$ cat src/rtl/skid_fifo.sv
`default_nettype none
// ============================================================================
// Module   : skid_fifo
// Brief    : Registered-ready FIFO with an optional zero-latency bypass when empty.
// Revision : 1.0 - initial release
// ============================================================================
module skid_fifo #(
    parameter int DW          = 16,
    parameter int DEPTH       = 4,
    parameter int FALLTHROUGH = 1,
    parameter int AF_LEVEL    = DEPTH - 1
) (
    input  logic                         clk,
    input  logic                         rst,
    input  logic                         flush,
    input  logic [DW-1:0]                up_data,
    input  logic                         up_valid,
    output logic                         up_ready,
    output logic [DW-1:0]                down_data,
    output logic                         down_valid,
    input  logic                         down_ready,
    output logic [$clog2(DEPTH+1)-1:0]   count,
    output logic                         almost_full
);

    localparam int AW = $clog2(DEPTH);
    localparam int CW = $clog2(DEPTH + 1);

    localparam logic [CW-1:0] c_depth = CW'(DEPTH);
    localparam logic [CW-1:0] c_af    = CW'(AF_LEVEL);
    localparam bit            c_ft    = (FALLTHROUGH != 0);

    logic [DW-1:0] mem_q [DEPTH];

    logic [AW-1:0] rd_ptr_q, rd_ptr_d;
    logic [AW-1:0] wr_ptr_q, wr_ptr_d;
    logic [CW-1:0] count_q, count_d;
    logic          up_ready_q, up_ready_d;
    logic          af_q, af_d;

    logic w_empty;
    logic w_up_fire;
    logic w_down_fire;
    logic w_bypass;
    logic w_store;
    logic w_pop;

    always_comb begin
        w_empty     = (count_q == '0);
        w_up_fire   = up_valid && up_ready_q;

        // Flush suppresses the output so nothing escapes while storage is discarded.
        down_valid  = !flush && (!w_empty || (c_ft && up_valid && up_ready_q));
        down_data   = (c_ft && w_empty) ? up_data : mem_q[rd_ptr_q];
        w_down_fire = down_valid && down_ready;

        w_bypass    = c_ft && w_empty && w_down_fire;
        w_store     = w_up_fire && !w_bypass && !flush;
        w_pop       = w_down_fire && !w_empty;
    end

    always_comb begin
        rd_ptr_d   = rd_ptr_q;
        wr_ptr_d   = wr_ptr_q;
        count_d    = count_q;
        up_ready_d = up_ready_q;
        af_d       = af_q;

        if (flush) begin
            rd_ptr_d = '0;
            wr_ptr_d = '0;
            count_d  = '0;
        end else begin
            if (w_store) begin
                wr_ptr_d = wr_ptr_q + AW'(1);
            end
            if (w_pop) begin
                rd_ptr_d = rd_ptr_q + AW'(1);
            end
            count_d = count_q + CW'(w_store) - CW'(w_pop);
        end

        // Ready and almost-full look ahead one cycle so both leave the block as flops.
        up_ready_d = (count_d < c_depth);
        af_d       = (count_d >= c_af);
    end

    always_ff @(posedge clk) begin
        if (rst) begin
            rd_ptr_q   <= '0;
            wr_ptr_q   <= '0;
            count_q    <= '0;
            up_ready_q <= 1'b1;
            af_q       <= 1'b0;
        end else begin
            rd_ptr_q   <= rd_ptr_d;
            wr_ptr_q   <= wr_ptr_d;
            count_q    <= count_d;
            up_ready_q <= up_ready_d;
            af_q       <= af_d;
        end
    end

    // Storage carries no reset; only the control state above defines validity.
    always_ff @(posedge clk) begin
        if (w_store && !rst) begin
            mem_q[wr_ptr_q] <= up_data;
        end
    end

    assign up_ready    = up_ready_q;
    assign count       = count_q;
    assign almost_full = af_q;

endmodule
`default_nettype wire
$ cat config.mk
export PLATFORM = sky130hd
export DESIGN_NAME = skid_fifo
export DESIGN_NICKNAME = d
export VERILOG_FILES = /design/src/rtl/skid_fifo.sv
export SDC_FILE = /design/constraint.sdc
export NUM_CORES = 1
export LEC_CHECK = 0
export ABC_AREA = 0
export BUFFER_PORTS_ARGS = -buffer_cell sky130_fd_sc_hd__buf_4
export CAP_MARGIN = 30
export CORE_MARGIN = 2
export CORE_UTILIZATION = 35
export DETAILED_ROUTE_END_ITERATION = 8
export GPL_TIMING_DRIVEN = 0
export HOLD_SLACK_MARGIN = 0.06
export PLACE_DENSITY = 0.52
export SLEW_MARGIN = 15
export SYNTH_ARGS = -nofsm -noshare
export SYNTH_HDL_FRONTEND = slang
export SYNTH_SLANG_ARGS = --single-unit
$ cat constraint.sdc
create_clock -name clk -period 7.9 [get_ports clk]
set_input_delay 0.79 -clock clk [delete_from_list [all_inputs] [get_ports clk]]
set_output_delay 0.79 -clock clk [all_outputs]
set_load 0.03 [all_outputs]
==> results of run 1 <==
==> cells in the final DEF (no fill, tap or decap), types with 2 or more instances in the layout <==
cell	n
buf_2	2
nor3b_2	4
or2_2	3
clkinv_1	3
mux2_2	16
buf_4	47
inv_1	4
ha_1	6
mux4_1	3
clkinv_2	3
mux4_2	13
buf_6	2
xor2_1	3
nand2_1	3
dfxtp_1	11
a21oi_1	3
clkbuf_8	9
clkbuf_1	2
nor2_1	7
edfxtp_1	64
==> stage by stage <==
step           cells  power (µW)  setup WS, ns  hold WS, ns
2_1_floorplan    159         475          4.84        0.471
3_3_place_gp     309         501          3.69        0.481
3_5_place_dp     314         503          4.65        0.502
4_1_cts          330         742          4.91        0.513
5_1_grt          330         763          4.80        0.540
6_report         330         733          4.98        0.510
==> logic make-up (layout without fill, tap and decap cells) <==
| group | Yosys count | in the layout | share of synthesized area [%] |
|---|---|---|---|
| AOI/OAI and AO/OA | 6 | 6 | 1.18 |
| adders and majority gates | 7 | 7 | 3.09 |
| muxes | 33 | 33 | 18.2 |
| xor gates and xnor gates | 4 | 4 | 1.14 |
| DFF | 75 | 75 | 69.6 |
| and+or+nand+nor | 23 | 23 | 4.47 |
| buffers and inverters | 11 | 74 | 2.32 |
==> final cells by class <==
type                       count  share of cell area, %
timing repair buffer          47                   9.51
clock buffer                   9                   3.30
multi-input combinational     73                   23.6
sequential                    75                   57.1
inverter                       4                  0.400
clock inverter                 7                  0.934
buffer                         7                   1.50
tap                          108                   3.60
==> synthesized netlist by cell type (all sizes together), types with 2 or more instances <==
library cell and n:
edfxtp 64, mux2 16, mux4 16, dfxtp 11, nor2 7, ha 6
buf 5, inv 4, nor3b 4, a21oi 3, nand2 3, or2 3
xor2 3, clkbuf 2
==> worst register-to-register path, delay by kind of cell (launching register included) <==
family	cells	cell delay (ns)
flops	1	0.42
xor+xnor	2	0.33
simple gates	3	0.95
buf+inv	3	0.30
fa+ha+maj	3	0.77
==> metal layers <==
metal	GRT usage (%)	vias to the layer above	wire length, µm
li1	-	741	-
met1	16.0	819	2490
met2	21.4	40	3000
met3	4.51	4	296
met4	4.49	0	54
met5	0	-	0
==> report_power, final <==
group | total [µW] | switching, µW | internal, µW | leakage (µW)
combinational | 60.6 | 33.5 | 27.1 | 0.000560
clock | 239 | 130 | 109 | 0.0000853
sequential | 433 | 1.43 | 432 | 0.000665
total | 733 | 165 | 568 | 0.00131
==> worst min path at each step <==
stage / startpoint / to / depth (start not counted)
CTS: wr_ptr_q[1]$_SDFFE_PP0P_ / wr_ptr_q[1]$_SDFFE_PP0P_ / 2
finish: wr_ptr_q[1]$_SDFFE_PP0P_ / wr_ptr_q[1]$_SDFFE_PP0P_ / 2
detailed placement: wr_ptr_q[1]$_SDFFE_PP0P_ / wr_ptr_q[1]$_SDFFE_PP0P_ / 2
floorplan: wr_ptr_q[1]$_SDFFE_PP0P_ / wr_ptr_q[1]$_SDFFE_PP0P_ / 2
global route: wr_ptr_q[1]$_SDFFE_PP0P_ / wr_ptr_q[1]$_SDFFE_PP0P_ / 2
global placement: wr_ptr_q[1]$_SDFFE_PP0P_ / wr_ptr_q[1]$_SDFFE_PP0P_ / 2
==> flip-flops by register name, indices dropped and copies added, names as in the netlist, named ones only <==
register     cells
rd_ptr_q         2
almost_full      1
wr_ptr_q         2
mem_q           64
up_ready         1
count            3
==> impl_metrics.ini, run 1 <==
[clocking]
cts_hold_buf = 0
cts_buffers = 9
cts.path.max_buffers = 2
htree_levels = 3
cts.repair.resized = 0
cts_setup_buffers = 0
clockRootBuffer = clkbuf_8
clock_sinks = 75
clkTransAtPathRegs_ns = 0.07
cts_tree = built
clk_latency_ns = 0.34

[final_layout]
drive_above_1_share_pct = 45.9
regArea_um2 = 2140
n_antenna_cell = 0
nNetsFinal = 245
fin_util_pct = 43.4
fin_area_um2 = 3750
multi_input_area_um2 = 886
fill_cells = 779
area_delta_synth_final_pct = 21.8

[yosys]
async_flop_share_pct = 0
ys_top_cells_by_area = edfxtp_1 62%, mux4_2 9.5%, dfxtp_1 7.2%, mux2_2 5.9%, mux4_1 2.6%
synth_top_area_cell = edfxtp_1
synth-seq-cells = 75
syn_avg_cell_area_um2 = 19.4
synth_area_um2 = 3080
yosys_warnings = 0
yosys_most_used_dff = edfxtp_1
synth_fp_nets = 187
yosysTopAreaCellShare_pct = 62.4
ys_types = 30
syn_inst = 159
synth_edf_count = 64
ys_seq_area_share_pct = 69.6

[detailed_routing]
drt_iter0_drc = 76
ant_nets = 0
drc = 0
wl_per_cell_um = 17.7
viasPerCell = 4.86
vias = 1604
routed_wl_mm = 5.84
first_pass_iters = 4

[sta]
slew_headroom_pct = 43.8
finalClockSkew_ns = 0.0102
tightest_slew_ns = 0.839
finalSetupViolCount = 0
final.setup.tns_ns = 0
fmaxAchievable_mhz = 343
drv_slew = 0
hold_violations = 0
period_share_pct = 36.9
fin_crit_ns = 2.92
rsz0062_at_grt = false

[floorplan]
die_height_um = 97.8
core-area_um2 = 8640
rows = 34
initial_utilization_pct = 35.7
io_pins = 43
die_w_um = 97.8
die_area_um2 = 9560

[worst_setup_path]
cp_cell_sequence = clkbuf_1, buf_2, mux4_2, mux2_2, buf_4
cp_slowest_stage_delay_ns = 0.36
crit_fanout = 10
reg2reg_depth = 11
arrival_ns = 2.13
crit_family = buffers and inverters
crit_buf_inv = 3
r2r_end = up_ready$_SDFF_PP1_
crit_type = flop to primary output
worst_path_max_delay_cell = buf_2
critPathCaptureType = primary output
rrSetupSlack_ns = 5.02
cp.depth = 5
startpoint_type = flop
reg2reg_from = count[1]$_SDFF_PP0_
cp_data_required_time_ns = 7.11
critical_path.endpoint = down_data[14]

[power_and_ir_drop]
power_density_nw_per_um2 = 195
max-vdd-ir-drop_mv = 0.107
leakagePower_uw = 0.00131

[global_routing]
grt_pass1_wl_mm = 9.26
grt_util_all_layers_pct = 13.0
grt_max_degree = 13
antenna_found_initial = 0
grt_pass1_vias = 1729
overflow = 0

[run]
drv_cap = 0

[placement]
hpwl_mm = 4.08
gp_congestion = 0.761
port_buffers = 42
place_area_um2 = 3590

[status]
status = completed

[min_path]
hp-class = flop to flop
No activity file was read; power rests on OpenSTA's default activity.
==> run 2, diff against run 1 <==
- PLACE_DENSITY: 0.52 -> 0.54
- clock period: 7.9 -> 2.4 ns (I/O delays scaled with it)
==> run 2 against run 1 <==
  * Largest cell class unchanged
  * Design area rose by 4.8%
  * Register-to-register slack got worse by 5.0 ns
  * Critical endpoint is now up_ready$_SDFF_PP1_
  * Routed wire length fell by 0.70%
  * Total power rose to 3.6 times the previous value
  * Non-clock buffer count rose by 11
  * Clock power rose to 4.2 times the previous value
  * Via count rose by 1.5%
  * Final cell count rose by 3.0%
  * Combinational power rose to 3.5 times the previous value
  * Critical path type is now flop to flop
==> impl_metrics.ini, run 2 (synthesis gave the netlist of run 1 again) <==
[clocking]
cts_buffers = 9
cts.path.max_buffers = 2
clk_latency_ns = 0.33
clockRootBuffer = clkbuf_8
clock_sinks = 75
clkTransAtPathRegs_ns = 0.07
cts_tree = built
htree_levels = 3

[detailed_routing]
routed_wl_mm = 5.80
viasPerCell = 4.79
vias = 1628
drc = 0
drt_iter0_drc = 53
first_pass_iters = 4
wirelength_met1_mm = 2.65
topRoutingLayerUsed = met4
wl_met2_mm = 2.86
dr_wl_met3_um = 198
ant_nets = 0
wl_per_cell_um = 17.1

[worst_setup_path]
critPathCaptureType = flop
crit_type = flop to flop
startpoint_type = flop
arrival_ns = 2.56
reg2reg_depth = 10
crit_fanout = 5
cp_data_required_time_ns = 2.62

[placement]
gp_congestion = 0.689
hpwl_mm = 3.86
port_buffers = 42
place_area_um2 = 3650
dp.cells = 316
pre_cts_slack_ns = -0.116

[floorplan]
die_area_um2 = 9560
rows = 34
die_w_um = 97.8
initial_utilization_pct = 35.7
io_pins = 43
core-area_um2 = 8640
die_height_um = 97.8

[sta]
slew_headroom_pct = 48.5
setup_slack_ns = 0.0691
tightest_slew_ns = 0.769
hold_violations = 0
drv_slew = 0
finalClockSkew_ns = 0.00865
fmaxAchievable_mhz = 429
period_share_pct = 97.1
finalSetupViolCount = 0
final.setup.tns_ns = 0
rsz0062_at_grt = true
fin_crit_ns = 2.33

[final_layout]
final_cell_mix = 64 x edfxtp_1, 60 x buf_4, 16 x mux2_2
layout_commonest_cell = edfxtp_1
drive_above_1_share_pct = 52.6
nNetsFinal = 256
instances_no_fill = 340
top_register = mem_q
fin_area_um2 = 3930
area_delta_synth_final_pct = 27.6
largest_register_ffs = 64
n_antenna_cell = 0

[power_and_ir_drop]
p_int_uw = 2100
max-vdd-ir-drop_mv = 0.269
p_seq_share_pct = 53.8
switchingPower_uw = 548
leakagePower_uw = 0.00140
switching_share_pct = 20.7
clockPowerShare_pct = 38.2
comb_power_share_pct = 8.1
power_uw = 2640
power_density_nw_per_um2 = 673

[min_path]
hp-class = input pin to flop
hold_depth = 1

[status]
status = completed

[global_routing]
overflow = 0
grt_pass1_wl_mm = 9.15
antenna_found_initial = 0
grt_max_degree = 13
grt_pass1_vias = 1672
grt_util_all_layers_pct = 12.9

[run]
drv_cap = 0
run 2: changes by cell type in the layout (fill, tap and decap cells not counted), sizes merged:
| cell | previous run | this run |
|---|---|---|
| bufinv | 0 | 2 |
| clkinv | 7 | 3 |
| buf | 52 | 64 |
run 2: layout make-up:
cell class	instances	area, µm²
Buffer	5	50.0
Clock buffer	10	128
Clock inverter	5	78.8
Fill cell	779	4710
Inverter	4	15.0
Multi-Input combinational cell	73	911
Sequential cell	75	2150
Tap cell	108	135
Timing Repair Buffer	60	458
run 2: what timing repair did:
action,4_1_cts,5_1_grt
gates resized for setup,1,1
buffers inserted,2,9
setup endpoints to repair,11,13
endpoints found under the hold margin,0,0
pin swaps,3,4
hold buffers,0,0
run 2: metrics by stage:
stage | hold WS (ns) | util (%)
2_1_floorplan | 0.339 | -
3_3_place_gp | 0.450 | 41.3
3_5_place_dp | 0.451 | 42.2
4_1_cts | 0.0952 | 44.8
5_1_grt | 0.0944 | 45.5
6_report | 0.110 | 45.5
run 2: power groups by stage:
stage | logic, µW | registers [µW] | clock network [µW]
after floorplan | 110 | 1450 | 0
after global placement | 201 | 1450 | 0
after detailed placement | 205 | 1450 | 0
after CTS | 208 | 1420 | 1040
after global routing | 230 | 1420 | 1100
final | 213 | 1420 | 1010
run 2: path summary, 6_finish.rpt:
check                                                end                startpoint  slack [ns]
worst max-delay path                 up_ready$_SDFF_PP1_       count[2]$_SDFF_PP0_        0.07
worst min-delay path               mem_q[3][9]$_DFFE_PP_                up_data[9]        0.11
worst max register to register       up_ready$_SDFF_PP1_       count[2]$_SDFF_PP0_        0.07
worst min register to register  wr_ptr_q[1]$_SDFFE_PP0P_  wr_ptr_q[1]$_SDFFE_PP0P_        0.51
run 2: worst max-delay path, stage by stage, from the launching register on:
cell     delay, ns
dfxtp_4       0.38
nor4b_4       0.29
or2_4         0.18
ha_1          0.22
inv_1         0.05
ha_1          0.13
inv_1         0.05
fa_2          0.33
xor2_1        0.15
xnor2_1       0.15
or2_2         0.28
run 2: per-layer routing:
layer,GRT usage (%),up-vias
li1,-,764
met1,16.6,824
met2,20.8,31
met3,2.79,9
met4,6.09,0
met5,0,-
==> run 3, diff against run 2 <==
- MAX_ROUTING_LAYER: default -> met4
==> run 3 against run 2 <==
  * Critical path depth did not move
  * Flip-flop and latch count did not move
  * Clock skew fell by 0.0013 ns
  * Clock power barely moved
  * Via count barely moved
  * Worst hold slack barely moved
  * Clock-buffer cell count did not move
  * Non-clock buffer count did not move
==> impl_metrics.ini, run 3 (synthesis gave the netlist of run 1 again) <==
[worst_setup_path]
rrSetupSlack_ns = 0.07
arrival_ns = 2.55
crit_fanout = 5
critPathCaptureType = flop
reg2reg_depth = 10
cp_data_required_time_ns = 2.62
reg2reg_from = count[2]$_SDFF_PP0_
crit_type = flop to flop
startpoint_type = flop
r2r_end = up_ready$_SDFF_PP1_

[run]
drv_cap = 0

[detailed_routing]
routed_wl_mm = 5.81
vias = 1627
wl_per_cell_um = 17.1
drc = 0
first_pass_iters = 4
viasPerCell = 4.79
drt_iter0_drc = 57
ant_nets = 0

[power_and_ir_drop]
leakagePower_uw = 0.00140
max-vdd-ir-drop_mv = 0.269
power_density_nw_per_um2 = 672

[min_path]
min-delay-start = up_data[9]
hp-class = input pin to flop
hold_depth = 1
min_to = mem_q[3][9]$_DFFE_PP_

[clocking]
cts.path.max_buffers = 2
clk_latency_ns = 0.33
clockRootBuffer = clkbuf_8
htree_levels = 3
cts_buffers = 9
clock_sinks = 75
cts_tree = built
clkTransAtPathRegs_ns = 0.07

[global_routing]
antenna_found_initial = 0
grt_util_all_layers_pct = 13.3
grt_max_degree = 13
grt_pass1_wl_mm = 9.15
grt_pass1_vias = 1663
overflow = 0

[floorplan]
io_pins = 43
core-area_um2 = 8640
initial_utilization_pct = 35.7
die_height_um = 97.8
die_w_um = 97.8
rows = 34
die_area_um2 = 9560

[final_layout]
final_cell_mix = 64 x edfxtp_1, 60 x buf_4, 16 x mux2_2
n_antenna_cell = 0
layout_commonest_cell = edfxtp_1
largest_register_ffs = 64
multi_input_area_um2 = 911
drive_above_1_share_pct = 52.6
top_register = mem_q
area_delta_synth_final_pct = 27.6
fill_cells = 779
regArea_um2 = 2150
nNetsFinal = 256

[sta]
rsz0062_at_grt = true
hold_violations = 0
tightest_slew_ns = 0.768
finalSetupViolCount = 0
worst_hold_slack_ns = 0.110
fin_crit_ns = 2.33
fmaxAchievable_mhz = 429
period_share_pct = 97.2
setup_slack_ns = 0.0682
slew_headroom_pct = 48.6
finalClockSkew_ns = 0.00734
drv_slew = 0

[placement]
hpwl_mm = 3.86
port_buffers = 42
pre_cts_slack_ns = -0.116
gp_congestion = 0.696

[status]
status = completed
[run 3: what timing repair did]
action,in CTS,in global routing
setup buffers,2,9
resized for setup,1,1
hold buffers,0,0
setup endpoints to repair,11,13
pin swaps,3,4
[run 3: layer usage]
layer | global-route usage [%] | wire, µm | vias up
met3 | 2.58 | 195 | 8
met1 | 16.6 | 2660 | 822
met2 | 20.8 | 2880 | 32
li1 | - | - | 765
met5 | - | 0 | -
met4 | 6.41 | 75 | 0
[run 3: layout make-up]
cell class,count,share of cell area (%)
buffer,5,1.27
multi-input combinational,73,23.2
tap,108,3.44
clock inverter,5,2.01
sequential,75,54.8
clock buffer,10,3.25
timing repair buffer,60,11.7
inverter,4,0.382
[run 3: report_power, final]
| part | leakage [µW] | switching (µW) | internal, µW |
|---|---|---|---|
| Sequential | 0.000667 | 4.74 | 1420 |
| Clock | 0.000106 | 429 | 578 |
| Combinational | 0.000627 | 112 | 101 |
| Total | 0.00140 | 547 | 2100 |
[run 3: per-stage QoR]
stage | cell area [µm²] | cells | TNS (ns) | util (%) | total power, µW
after floorplan | 3120 | 159 | -9.82 | - | 1560
after global placement | 3570 | 309 | -81.22 | 41.3 | 1650
after detailed placement | 3650 | 316 | -0.135 | 42.2 | 1660
after CTS | 3870 | 333 | -0.0373 | 44.8 | 2670
after global routing | 3930 | 340 | -0.0310 | 45.5 | 2750
final | 3930 | 340 | 0 | 45.5 | 2640
[run 3: critical path, stage by stage (launching register included)]
cell,delay (ns)
dfxtp_4,0.38
nor4b_4,0.29
or2_4,0.18
ha_1,0.22
inv_1,0.05
ha_1,0.13
inv_1,0.05
fa_2,0.33
xor2_1,0.15
xnor2_1,0.15
or2_2,0.28
[run 3: worst max path at each step]
stage	from	to	cells past startpoint
after floorplan	up_ready$_SDFF_PP1_	mem_q[0][0]$_DFFE_PP_	4
after global placement	flush	mem_q[2][9]$_DFFE_PP_	5
after detailed placement	flush	up_ready$_SDFF_PP1_	12
after CTS	count[1]$_SDFF_PP0_	up_ready$_SDFF_PP1_	11
after global routing	count[2]$_SDFF_PP0_	up_ready$_SDFF_PP1_	10
final	count[2]$_SDFF_PP0_	up_ready$_SDFF_PP1_	10
